File: config.mk
export PLATFORM = sky130hd
export DESIGN_NAME = prog_fetch
export DESIGN_NICKNAME = d
export VERILOG_FILES = /design/src/rtl/prog_fetch_pkg.sv /design/src/rtl/prog_fetch_fifo.sv /design/src/rtl/prog_fetch.sv
export SDC_FILE = /design/constraint.sdc
export NUM_CORES = 1
export LEC_CHECK = 0
export CORE_UTILIZATION = 25
export DETAILED_ROUTE_END_ITERATION = 10
export MAX_ROUTING_LAYER = met4
export SLEW_MARGIN = 25
export SYNTH_ARGS = -nofsm -noshare
export SYNTH_HDL_FRONTEND = slang
export SYNTH_SLANG_ARGS = --single-unit
export TNS_END_PERCENT = 1
File: constraint.sdc
create_clock -name clk -period 2.5 [get_ports clk]
set_input_delay 0.375 -clock clk [delete_from_list [all_inputs] [get_ports clk]]
set_output_delay 0.375 -clock clk [all_outputs]
set_load 0.03 [all_outputs]
File: src/rtl/prog_fetch_pkg.sv
// Shared types and constants for the program-byte fetch stage.
package prog_fetch_pkg;

  typedef enum logic [1:0] {
    IDLE  = 2'd0,
    FETCH = 2'd1,
    HALT  = 2'd2
  } state_t;

  localparam logic [15:0] PARK_ADDR_DEF = 16'hFFFF;
  localparam logic [15:0] RESET_PC_DEF  = 16'h0000;
  localparam int          ENTRY_W       = 24;

  // The park address is never fetched, so the increment steps over it.
  function automatic logic [15:0] pc_inc(input logic [15:0] pc, input logic [15:0] park);
    logic [15:0] n;
    n = pc + 16'd1;
    if (n == park) n = n + 16'd1;
    return n;
  endfunction

  function automatic logic [15:0] pc_fix(input logic [15:0] a, input logic [15:0] park);
    return (a == park) ? 16'h0000 : a;
  endfunction

endpackage

File: src/rtl/prog_fetch_fifo.sv
// Prefetch FIFO of {addr, data} entries; flush overrides push and pop.
module prog_fetch_fifo
  import prog_fetch_pkg::*;
#(
  parameter int DEPTH = 4
) (
  input  logic               clk,
  input  logic               rst,
  input  logic               push,
  input  logic               pop,
  input  logic               flush,
  input  logic [ENTRY_W-1:0] din,
  output logic               full,
  output logic               empty,
  output logic [ENTRY_W-1:0] head
);

  localparam int AW = $clog2(DEPTH);
  localparam logic [AW:0] FULL_CNT = (AW + 1)'(DEPTH);

  logic [ENTRY_W-1:0] mem [DEPTH];
  logic [AW-1:0]      wr_ptr, rd_ptr;
  logic [AW:0]        count;
  logic               push_ok, pop_ok;

  assign full    = (count == FULL_CNT);
  assign empty   = (count == '0);
  assign pop_ok  = pop && !empty;
  assign push_ok = push && (!full || pop_ok);
  assign head    = empty ? '0 : mem[rd_ptr];

  always_ff @(posedge clk or posedge rst) begin
    if (rst) begin
      wr_ptr <= '0;
      rd_ptr <= '0;
      count  <= '0;
    end else if (flush) begin
      wr_ptr <= '0;
      rd_ptr <= '0;
      count  <= '0;
    end else begin
      if (push_ok) wr_ptr <= wr_ptr + 1'b1;
      if (pop_ok)  rd_ptr <= rd_ptr + 1'b1;
      case ({push_ok, pop_ok})
        2'b10:   count <= count + 1'b1;
        2'b01:   count <= count - 1'b1;
        default: count <= count;
      endcase
    end
  end

  // Storage is not reset; head is masked to zero while empty.
  always_ff @(posedge clk) begin
    if (!flush && push_ok) mem[wr_ptr] <= din;
  end

endmodule

File: src/rtl/prog_fetch.sv
// Instruction-byte fetch: drives the program ROM and streams tagged bytes to the decoder.
// state | meaning
// IDLE  | parked, cs high, waiting for start
// FETCH | cs low, rom_addr tracks pc, one push per cycle when space allows
// HALT  | parked, FIFO still drains, start resumes at pc
module prog_fetch
  import prog_fetch_pkg::*;
#(
  parameter int          FIFO_DEPTH = 4,
  parameter logic [15:0] RESET_PC   = RESET_PC_DEF,
  parameter logic [15:0] PARK_ADDR  = PARK_ADDR_DEF
) (
  input  logic        clk,
  input  logic        rst,
  input  logic        start,
  input  logic        halt_req,
  input  logic        load_pc,
  input  logic [15:0] load_addr,
  output logic        rom_cs_n,
  output logic [15:0] rom_addr,
  input  logic [7:0]  rom_data,
  output logic        out_valid,
  output logic [7:0]  out_data,
  output logic [15:0] out_addr,
  input  logic        out_ready,
  output logic        busy
);

  state_t       state, state_nxt;
  logic [15:0]  pc, pc_nxt, addr_nxt, tgt;
  logic         cs_n_nxt, push, pop, flush, full, empty;
  logic [ENTRY_W-1:0] head;

  always_ff @(posedge clk or posedge rst) begin
    if (rst) begin
      state    <= IDLE;
      pc       <= RESET_PC;
      rom_addr <= PARK_ADDR;
      rom_cs_n <= 1'b1;
    end else begin
      state    <= state_nxt;
      pc       <= pc_nxt;
      rom_addr <= addr_nxt;
      rom_cs_n <= cs_n_nxt;
    end
  end

  always_comb begin
    state_nxt = state;
    pc_nxt    = pc;
    addr_nxt  = rom_addr;
    cs_n_nxt  = rom_cs_n;
    push      = 1'b0;
    flush     = 1'b0;
    pop       = out_valid && out_ready;
    tgt       = load_pc ? pc_fix(load_addr, PARK_ADDR) : pc;
    case (state)
      IDLE: begin
        addr_nxt = PARK_ADDR;
        cs_n_nxt = 1'b1;
        pc_nxt   = tgt;
        if (start) begin
          state_nxt = FETCH;
          addr_nxt  = tgt;
          cs_n_nxt  = 1'b0;
        end
      end
      FETCH: begin
        if (load_pc || halt_req) begin
          flush    = load_pc;
          pop      = pop && !load_pc;
          pc_nxt   = tgt;
          addr_nxt = tgt;
          if (halt_req) begin
            state_nxt = HALT;
            addr_nxt  = PARK_ADDR;
            cs_n_nxt  = 1'b1;
          end
        end else begin
          push = !full || pop;
          if (push) begin
            pc_nxt   = pc_inc(pc, PARK_ADDR);
            addr_nxt = pc_inc(pc, PARK_ADDR);
          end
        end
      end
      HALT: begin
        addr_nxt = PARK_ADDR;
        cs_n_nxt = 1'b1;
        pc_nxt   = tgt;
        flush    = load_pc;
        pop      = pop && !load_pc;
        // load with halt stays halted; start always resumes
        if (start || (load_pc && !halt_req)) begin
          state_nxt = FETCH;
          addr_nxt  = tgt;
          cs_n_nxt  = 1'b0;
        end
      end
      default: state_nxt = IDLE;
    endcase
  end

  prog_fetch_fifo #(.DEPTH(FIFO_DEPTH)) u_fifo (
    .clk   (clk),
    .rst   (rst),
    .push  (push),
    .pop   (pop),
    .flush (flush),
    .din   ({rom_addr, rom_data}),
    .full  (full),
    .empty (empty),
    .head  (head)
  );

  assign out_valid = !empty;
  assign out_data  = head[7:0];
  assign out_addr  = head[23:8];
  assign busy      = (state == FETCH);

endmodule
# Yosys cells after proc, flatten, opt, wreduce, memory -nomap -nowiden
# Memory sizes are Yosys's and may differ from the RTL's.
# Index checks and enable logic that the tools add are counted.
# W data, S select, Z words.
[classes]
addsub = 6
n_reduce_logical = 27
eq_ne = 12
mux = 36
[ops]
columns = ["op", "n"]
rows = [
  ["$mux W16", 9],
  ["$pmux W16 S3", 1],
  ["$add A16 B1 Y16 const B", 2],
  ["$eq A16 B16 Y1 const B", 2],
  ["$pmux W16 S2", 1],
  ["$mux W24", 1],
  ["$mux W2", 8],
  ["$mux W1", 10],
  ["$logic_and A1 B1 Y1", 6],
  ["$ne A2 B2 Y1 const B", 3],
  ["$pmux W2 S3", 1],
  ["$pmux W3 S2", 1],
  ["$reduce_bool A2 Y1", 3],
  ["$reduce_bool A3 Y1", 2],
  ["$logic_not A1 Y1", 5],
  ["$add A2 B1 Y2 const B", 2],
  ["$eq A2 B1 Y1 const B", 2],
  ["$eq A2 B2 Y1 const B", 2],
  ["$logic_or A1 B1 Y1", 4],
  ["$pmux W1 S2", 2],
  ["$reduce_and A2 Y1", 2],
  ["$reduce_and A4 Y1", 1],
  ["$add A3 B1 Y3 const B", 1],
  ["$eq A3 B3 Y1 const B", 1],
  ["other kinds (9)", 9],
]
[totals]
output_inout_bits = 43
ramBits = 96
in_bits = 30
wordCells = 89
n_memories = 1
register_bits = 42
[memory_table]
columns = ["memory", "words", "width", "read_ports", "rd_ports_with_merged_regs", "write_ports", "line", "source"]
rows = [
  ["u_fifo.mem", 4, 24, 1, 0, 1, "prog_fetch_fifo.sv:21", "logic [ENTRY_W-1:0] mem [DEPTH];"],
]

# Longest topological paths before layout
[logic_depth]
depth_word = 12
ltp_mapped = 10
depth_no_buf = 9

# Hierarchy
# From an unflattened synthesis, not the netlist that was laid out.
[hier_totals]
hier_cells = 596
area_unflattened_um2 = 7272.0
[by_module_without_submodules]
columns = ["mod", "n_inst", "area_per_inst_um2", "cells_per_inst", "seq_area_each_um2"]
rows = [
  ["prog_fetch_fifo", 1, 4212.8, 215, 3057.9],
  ["prog_fetch", 1, 3059.2, 381, 897.1],
]

# Least setup slack after synthesis
# Ideal clock, no wire load.
[synth_path]
kind = "register -> register"
start = "reg state[1]"
end = "mem u_fifo.mem[0][0], enable pin"
n_path_buf = 0
required_ns = 2.117
period_less_slack_ns = 2.597
arrival_ns = 2.215
path_stages_with_launch = 7
setup_ns = 0.383
path_slack_ns = -0.097
cell_sequence = "dfrtp_1 -> inv_1 -> ha_1 -> o21bai_1 -> a21o_1 -> a21oi_1 -> and2_1"
[synth_via]
elab_chain_cells = 8
word_cells_on_any_way = 12
cone_classes = "2 x eq/ne; 5 x mux; 5 x reduce/logical"
[synth_rtl]
columns = ["item", "line", "source"]
rows = [
  ["start: declaration", "prog_fetch.sv:29", "state_t state, state_nxt;"],
  ["start signal: assignment", "prog_fetch.sv:41", "state <= state_nxt;"],
  ["$eq A2 B1 Y1 *", "-", ""],
  ["via busy", "prog_fetch.sv:26", "output logic busy"],
  ["$pmux W1 S2", "prog_fetch.sv:57", "case (state)"],
  ["$logic_and A1 B1 Y1", "prog_fetch_fifo.sv:28", "assign pop_ok = pop && !empty;"],
  ["$logic_or A1 B1 Y1", "prog_fetch_fifo.sv:29", "assign push_ok = push && (!full || pop_ok);"],
  ["$logic_and A1 B1 Y1", "prog_fetch_fifo.sv:29", ""],
  ["$logic_and A1 B1 Y1 *", "prog_fetch_fifo.sv:54", "if (!flush && push_ok) mem[wr_ptr] <= din;"],
  ["$mux W1 *", "prog_fetch_fifo.sv:54", ""],
  ["$mux W1 (not written as such) *", "prog_fetch_fifo.sv:54", ""],
  ["end: declaration", "prog_fetch_fifo.sv:21", ""],
]
# The timed path passes the listed nets; every way through them passes the cells marked *.

# Worst setup path in the final report
[layout_path]
start = "reg pc[1]"
end = "reg rom_addr[12]"
[layout_via]
elab_chain_cells = 6
word_cells_on_any_way = 7
cone_classes = "2 x add/sub; 1 x eq/ne; 4 x mux"
[layout_rtl]
columns = ["item", "line", "source"]
rows = [
  ["start: declaration", "prog_fetch.sv:30", "logic [15:0] pc, pc_nxt, addr_nxt, tgt;"],
  ["start signal: assignment", "prog_fetch.sv:42", "pc <= pc_nxt;"],
  ["$add A16 B1 Y16 *", "prog_fetch_pkg.sv:17", "n = pc + 16'd1;"],
  ["$add A16 B1 Y16 or $eq A16 B16 Y1 (tied branches)", "prog_fetch_pkg.sv:18", "if (n == park) n = n + 16'd1;"],
  ["$mux W16 *", "prog_fetch_pkg.sv:18", ""],
  ["$mux W16 *", "prog_fetch.sv:81", "if (push) begin"],
  ["$mux W16 *", "prog_fetch.sv:69", "if (load_pc || halt_req) begin"],
  ["$pmux W16 S3 *", "prog_fetch.sv:57", ""],
  ["end signal: assignment", "prog_fetch.sv:43", "rom_addr <= addr_nxt;"],
  ["end: declaration", "prog_fetch.sv:20", "output logic [15:0] rom_addr,"],
]
# Every way passes the cells marked *; elsewhere a longest branch is shown, timed or not. The select of a mux whose other input is x is not followed.
# A chain may end at the register's enable or synchronous reset.

==> impl_metrics.ini <==
[status]
outcome = finished, violations left
violations = negative setup slack

[worst_hold_path]
min_path_type = in -> async

[logic_synthesis]
synthTopCellsByArea = edfxtp_1, dfrtp_1, mux4_2, dfstp_2, a21oi_1
synth-seq-cells = 138
synth_top_area_share_pct = 40.5
ys_top_cells_by_count = edfxtp_1, nand2_1, a21oi_1
yosysSeqAreaShare_pct = 55.6
synth_flop_cell = edfxtp_1
synth_edf_count = 96
mappedNetlistArea_sq_mm = 0.00711
syn_inst = 597
synth.distinct_cells = 69
synthMostInstantiatedCell = edfxtp_1
syn-num-nets = 638
async_flop_share_pct = 30.4
syn_area_per_cell_sq_um = 11.9
synth_top_area_cell = edfxtp_1
yosysWarnings = 0

[critical_path]
worstPathArrival_ps = 3000
cp-start-kind = flip-flop
timing.rr.end = rom_addr[12]
r2r-start = pc[1]
cpPeakStageDelay_ps = 590
worstPathMaxFanout = 6
crit_slowest_cell = a2111oi_1
path_buf_inv = 1
regToRegSetupSlack_ps = -160
crit_family = compound AO/OA/AOI/OAI gates
r2r_cells = 9
crit_type = reg -> reg
critPathCaptureType = flip-flop
crit_required_ps = 2840
worstPathCellList = ha_2 -> and4_2 -> nand4_1 -> xor2_1 -> nor4_1 -> buf_4 -> a2111oi_1 -> o21ai_0 -> a31oi_1

[sta]
slew_viol_final = 0
tns_ps = -502
skew_ps = 14.2
fmax_mhz = 375
rsz0062_at_grt = true
hold_violations = 0
setup_viol = 13
slew-limit-headroom_pct = 60.9
period_minus_slack_ps = 2660
worstMarginPinSlew_ps = 584
min_period_over_period_pct = 107
setup_ws_ps = -165

[cells_and_area]
final_area_sq_mm = 0.00982
area.growth.synth_to_final_pct = 38.0
fin_cells = 1154
nets = 804
multi_input_area_sq_mm = 0.00295
drive_gt1_share_pct = 28.1
final-seq-area_sq_mm = 0.00396
nFillCells = 2770
num_antenna_cells = 0

[power]
leakagePower_nw = 3.71
peakVddDrop_mv = 0.629
finalPower_mw = 12.5
power_density_mw_per_mm2 = 1270

[routing]
vias_per_cell = 4.71
drt-initial-drc-count = 466
route.detailed.drc = 0
wl_per_cell_microns = 17.3
antenna_left = 0
routed_wl_mm = 20.0
via_count = 5441
first_pass_iters = 5

[clock_network]
cts_root_buf = clkbuf_16
clkTransAtPathRegs_ps = 70
cts_setup_buffers = 0
cts_tree = built
cts_sinks = 138
numCtsBuffers = 17
cts_max_path_buffers = 2
clock_latency_ps = 430
ctsHoldBuffers = 0
cts_htree_levels = 4

[floorplan]
die_x_microns = 171
rows = 61
die_h_microns = 171
io-pin-count = 73
coreArea_sq_mm = 0.0279
initial_core_util_pct = 25.5
die_area_sq_mm = 0.0291

[global_routing]
grt_pass1_vias = 5294
grt_max_degree = 43
use_met1_pct = 19.2
grt_pass1_wl_mm = 31.0
grt_overflow = 0
met3_usage_pct = 3.65
grt.total_usage_pct = 14.7
antenna_found_initial = 0
met2_usage_pct = 22.7
busiest_layer = met2

[flow_run]
drv_cap = 0

[place]
place_congestion = 0.911
dp_hpwl_mm = 14.4
dpl-instance-area_sq_mm = 0.00911
io_buffers = 72
dpl.cell_count = 1122
[tightest hold or removal path: stages]
cell             delay, ps
clkdlybuf4s50_1        400
clkinv_1                40
buf_4                  450
[sequential cells by signal (all words and copies together), names as in the netlist]
register / cells
state: 2
u_fifo.rd_ptr: 2
pc: 16
rom_addr: 16
rom_cs_n: 1
u_fifo.wr_ptr: 2
u_fifo.count: 3
u_fifo.mem: 96
[cells by family (layout without fill, tap and decap cells)]
kind of cell,Yosys count,in the layout,synth area share (%)
and+or+nand+nor,177,177,13.3
AOI/OAI and AO/OA,160,160,14.3
buffers and inverters,62,241,3.87
xor gates and xnor gates,19,19,2.34
adders and majority gates,11,11,2.04
muxes,30,30,8.49
DFF,138,138,55.6
[cell type report]
cell class / instances / share of cell area, %
clock buffer: 17 / 4.33
clock inverter: 15 / 1.89
inverter: 23 / 0.880
multi-input combinational: 397 / 30.1
sequential: 138 / 40.3
tap: 378 / 4.82
timing repair buffer: 186 / 17.7
[placed cells by master (no fill, tap or decap), types with 22 or more instances in the layout]
cell type          n
buf_4            103
edfxtp_1          96
nand2_1           46
clkdlybuf4s50_1   44
a21oi_1           40
o21ai_0           32
nor2_1            29
nor2b_1           27
mux4_2            24
dfrtp_1           24
inv_1             22
[per-stage QoR]
step | hold slack, ps | utilization (%) | worst slack (ps)
finish | 385 | 35.2 | -165
global route | 467 | 35.2 | -252
CTS | 406 | 35.0 | -199
detailed placement | 518 | 32.7 | -343
global placement | 505 | 32.7 | -317
floorplan | 474 | - | -97.1
[layer usage]
metal	vias to the layer above	routed length, microns
li1	2598	-
met1	2646	9200
met2	175	9310
met3	22	1210
met4	0	263
met5	-	0
[worst max-delay path by stage]
stage	from	end	slack, ps	cells after the start
after floorplan	state[1]	u_fifo.mem[1][0]	-100	6
final	pc[1]	rom_addr[12]	-160	9
after detailed placement	load_addr[3]	pc[12]	-340	10
after global placement	load_addr[3]	rom_addr[6]	-320	9
after CTS	u_fifo.rd_ptr[0]	out_addr[13]	-200	4
after global routing	pc[1]	rom_addr[12]	-250	9
[report_power, final]
part / total [mW] / leakage, nW / switching (mW) / internal, mW
clock network: 2.60 / 0.295 / 1.09 / 1.51
logic: 6.17 / 2.07 / 3.44 / 2.73
registers: 3.68 / 1.35 / 0.497 / 3.19
total: 12.5 / 3.71 / 5.03 / 7.43
[repair_timing]
item / in CTS / in global routing
setup endpoints to repair: 55 / 54
pin swaps: 1 / 6
resized for setup: 22 / 21
endpoints found under the hold margin: 0 / 0
No activity file was read; power rests on OpenSTA's default activity.
==> RTL change, RTL diff (config.mk and constraints unchanged) <==
Encoding of `state_t`: now one-hot (3 bits for 3 states).
--- a/src/rtl/prog_fetch_pkg.sv
+++ b/src/rtl/prog_fetch_pkg.sv
@@ -1,10 +1,10 @@
 // Shared types and constants for the program-byte fetch stage.
 package prog_fetch_pkg;
 
-  typedef enum logic [1:0] {
-    IDLE  = 2'd0,
-    FETCH = 2'd1,
-    HALT  = 2'd2
+  typedef enum logic [2:0] {
+    IDLE  = 3'b001,
+    FETCH = 3'b010,
+    HALT  = 3'b100
   } state_t;
 
   localparam logic [15:0] PARK_ADDR_DEF = 16'hFFFF;
Behaviour: same outputs for any inputs over 4 cycles, from zero or initial values and one cycle with rst high; so few cycles prove little.
==> RTL change against the unedited design <==
  * The run still ends with negative setup slack left
  * Setup slack improved by 0.11 ns
  * Sequential power fell by 3%
  * Clock skew down 0.0011 ns
  * Final area is 5.1% lower
  * Sequential share of layout area increased by 2.5 points
  * Sequential cell count increased by 1
  * Count of clock-buffer cells in the layout up 1
  * Power down 6.6%
  * Critical path depth is the same
  * Final cell count shrank 6.3%
  * Wire length hardly changed
  * Non-clock buffer count is 14 lower
  * Area after synthesis down 2.9%
  * Combinational power decreased by 8.6%
  * Largest power group unchanged
==> RTL change: results (changes against the unedited design) <==
** STA
- Final setup violation count :: 5 (-8)
- The minimum setup slack in the final design came to -0.05211 ns (+0.1127 ns).
- The final setup TNS was -0.1317 ns (+0.3706 ns).

** Place
- The post-placement worst setup slack was -0.1099 ns (+0.2335 ns).
- Total cell area at the placement stage :: 8701 µm² (-4.5%)
- Sum of net half-perimeters after detailed placement :: 13920 µm (-3.2%)

** Final layout
- The share of cells above drive strength 1 came to 0.3095 (+0.02853).
- The fraction of area in clock buffers and inverters came to 0.06061 (-0.001595).
- Share of cell area taken by flip-flops and latches :: 0.4278 (+0.02471)
- The relative area of non-clock buffer cells in the final design came to 0.1590 (-0.01794).
- The number of cells in the finished layout apart from fillers is 1081 (-6.3%).
- The fraction of standard cell area in multi-input logic was 0.3008 (about the same).
- The number of multi-input logic gates came to 382 (-3.8%).

** Outcome
- Run status :: finished with violations
- Failing checks :: negative setup slack

** Pwr
- Power per cell area :: 1250 nW/µm² (-1.5%)
- Switching pwr :: 4.739 mW (-5.7%)

** Synthesis
- Count of cell types in the netlist :: 63 (-8.7%)
- The part of the Yosys area used for sequential elements came to 0.5761 (+0.02021).

** Global routing
- The met3 usage is 0.04302 (+0.006470).
- The pin count of the biggest net entering global routing came to 44 (+2.3%).
- GRT met2 Usage :: 0.2255 (-0.001110)
- Global-route met1 utilization :: 0.1912 (-0.0008068)

** Clock tree
- Quantity of gates resized following cts :: 33 (+50%)
- TritonCTS Sinks :: 139 (+0.72%)

** Route
- M1 WL :: 8536 µm (-7.2%)
- Average via count per standard cell :: 5.065 (+7.4%)
- The number of DRC violations after detailed-routing iteration 0 is 560 (+20%).

** Worst setup path
- CP max-delay cell :: or4b_4
==> RTL change: logic make-up (layout without fill, tap and decap cells) <==
logic type	after synthesis	count (layout)	share of synthesized area
AND/OR/NAND/NOR	206	207	0.1572
buffers and inverters	59	219	0.03567
multiplexers	26	26	0.08130
flip-flops	139	139	0.5761
adder cells (fa/ha/maj)	7	7	0.01376
XOR/XNOR	17	17	0.02155
AO/OA/AOI/OAI	125	125	0.1144
==> RTL change: final timing paths <==
check / from / end / slack [ns] / cells past startpoint
worst min-delay path: rst / state[1] / 0.41 / 3
worst max-delay path: pc[0] / pc[11] / -0.05 / 9
worst max register to register: pc[0] / pc[11] / -0.05 / 9
min in group clk: u_fifo.wr_ptr[0] / u_fifo.wr_ptr[0] / 0.52 / 1
max in group asynchronous: rst / u_fifo.rd_ptr[0] / 1.66 / 3
worst min register to register: u_fifo.wr_ptr[0] / u_fifo.wr_ptr[0] / 0.52 / 1
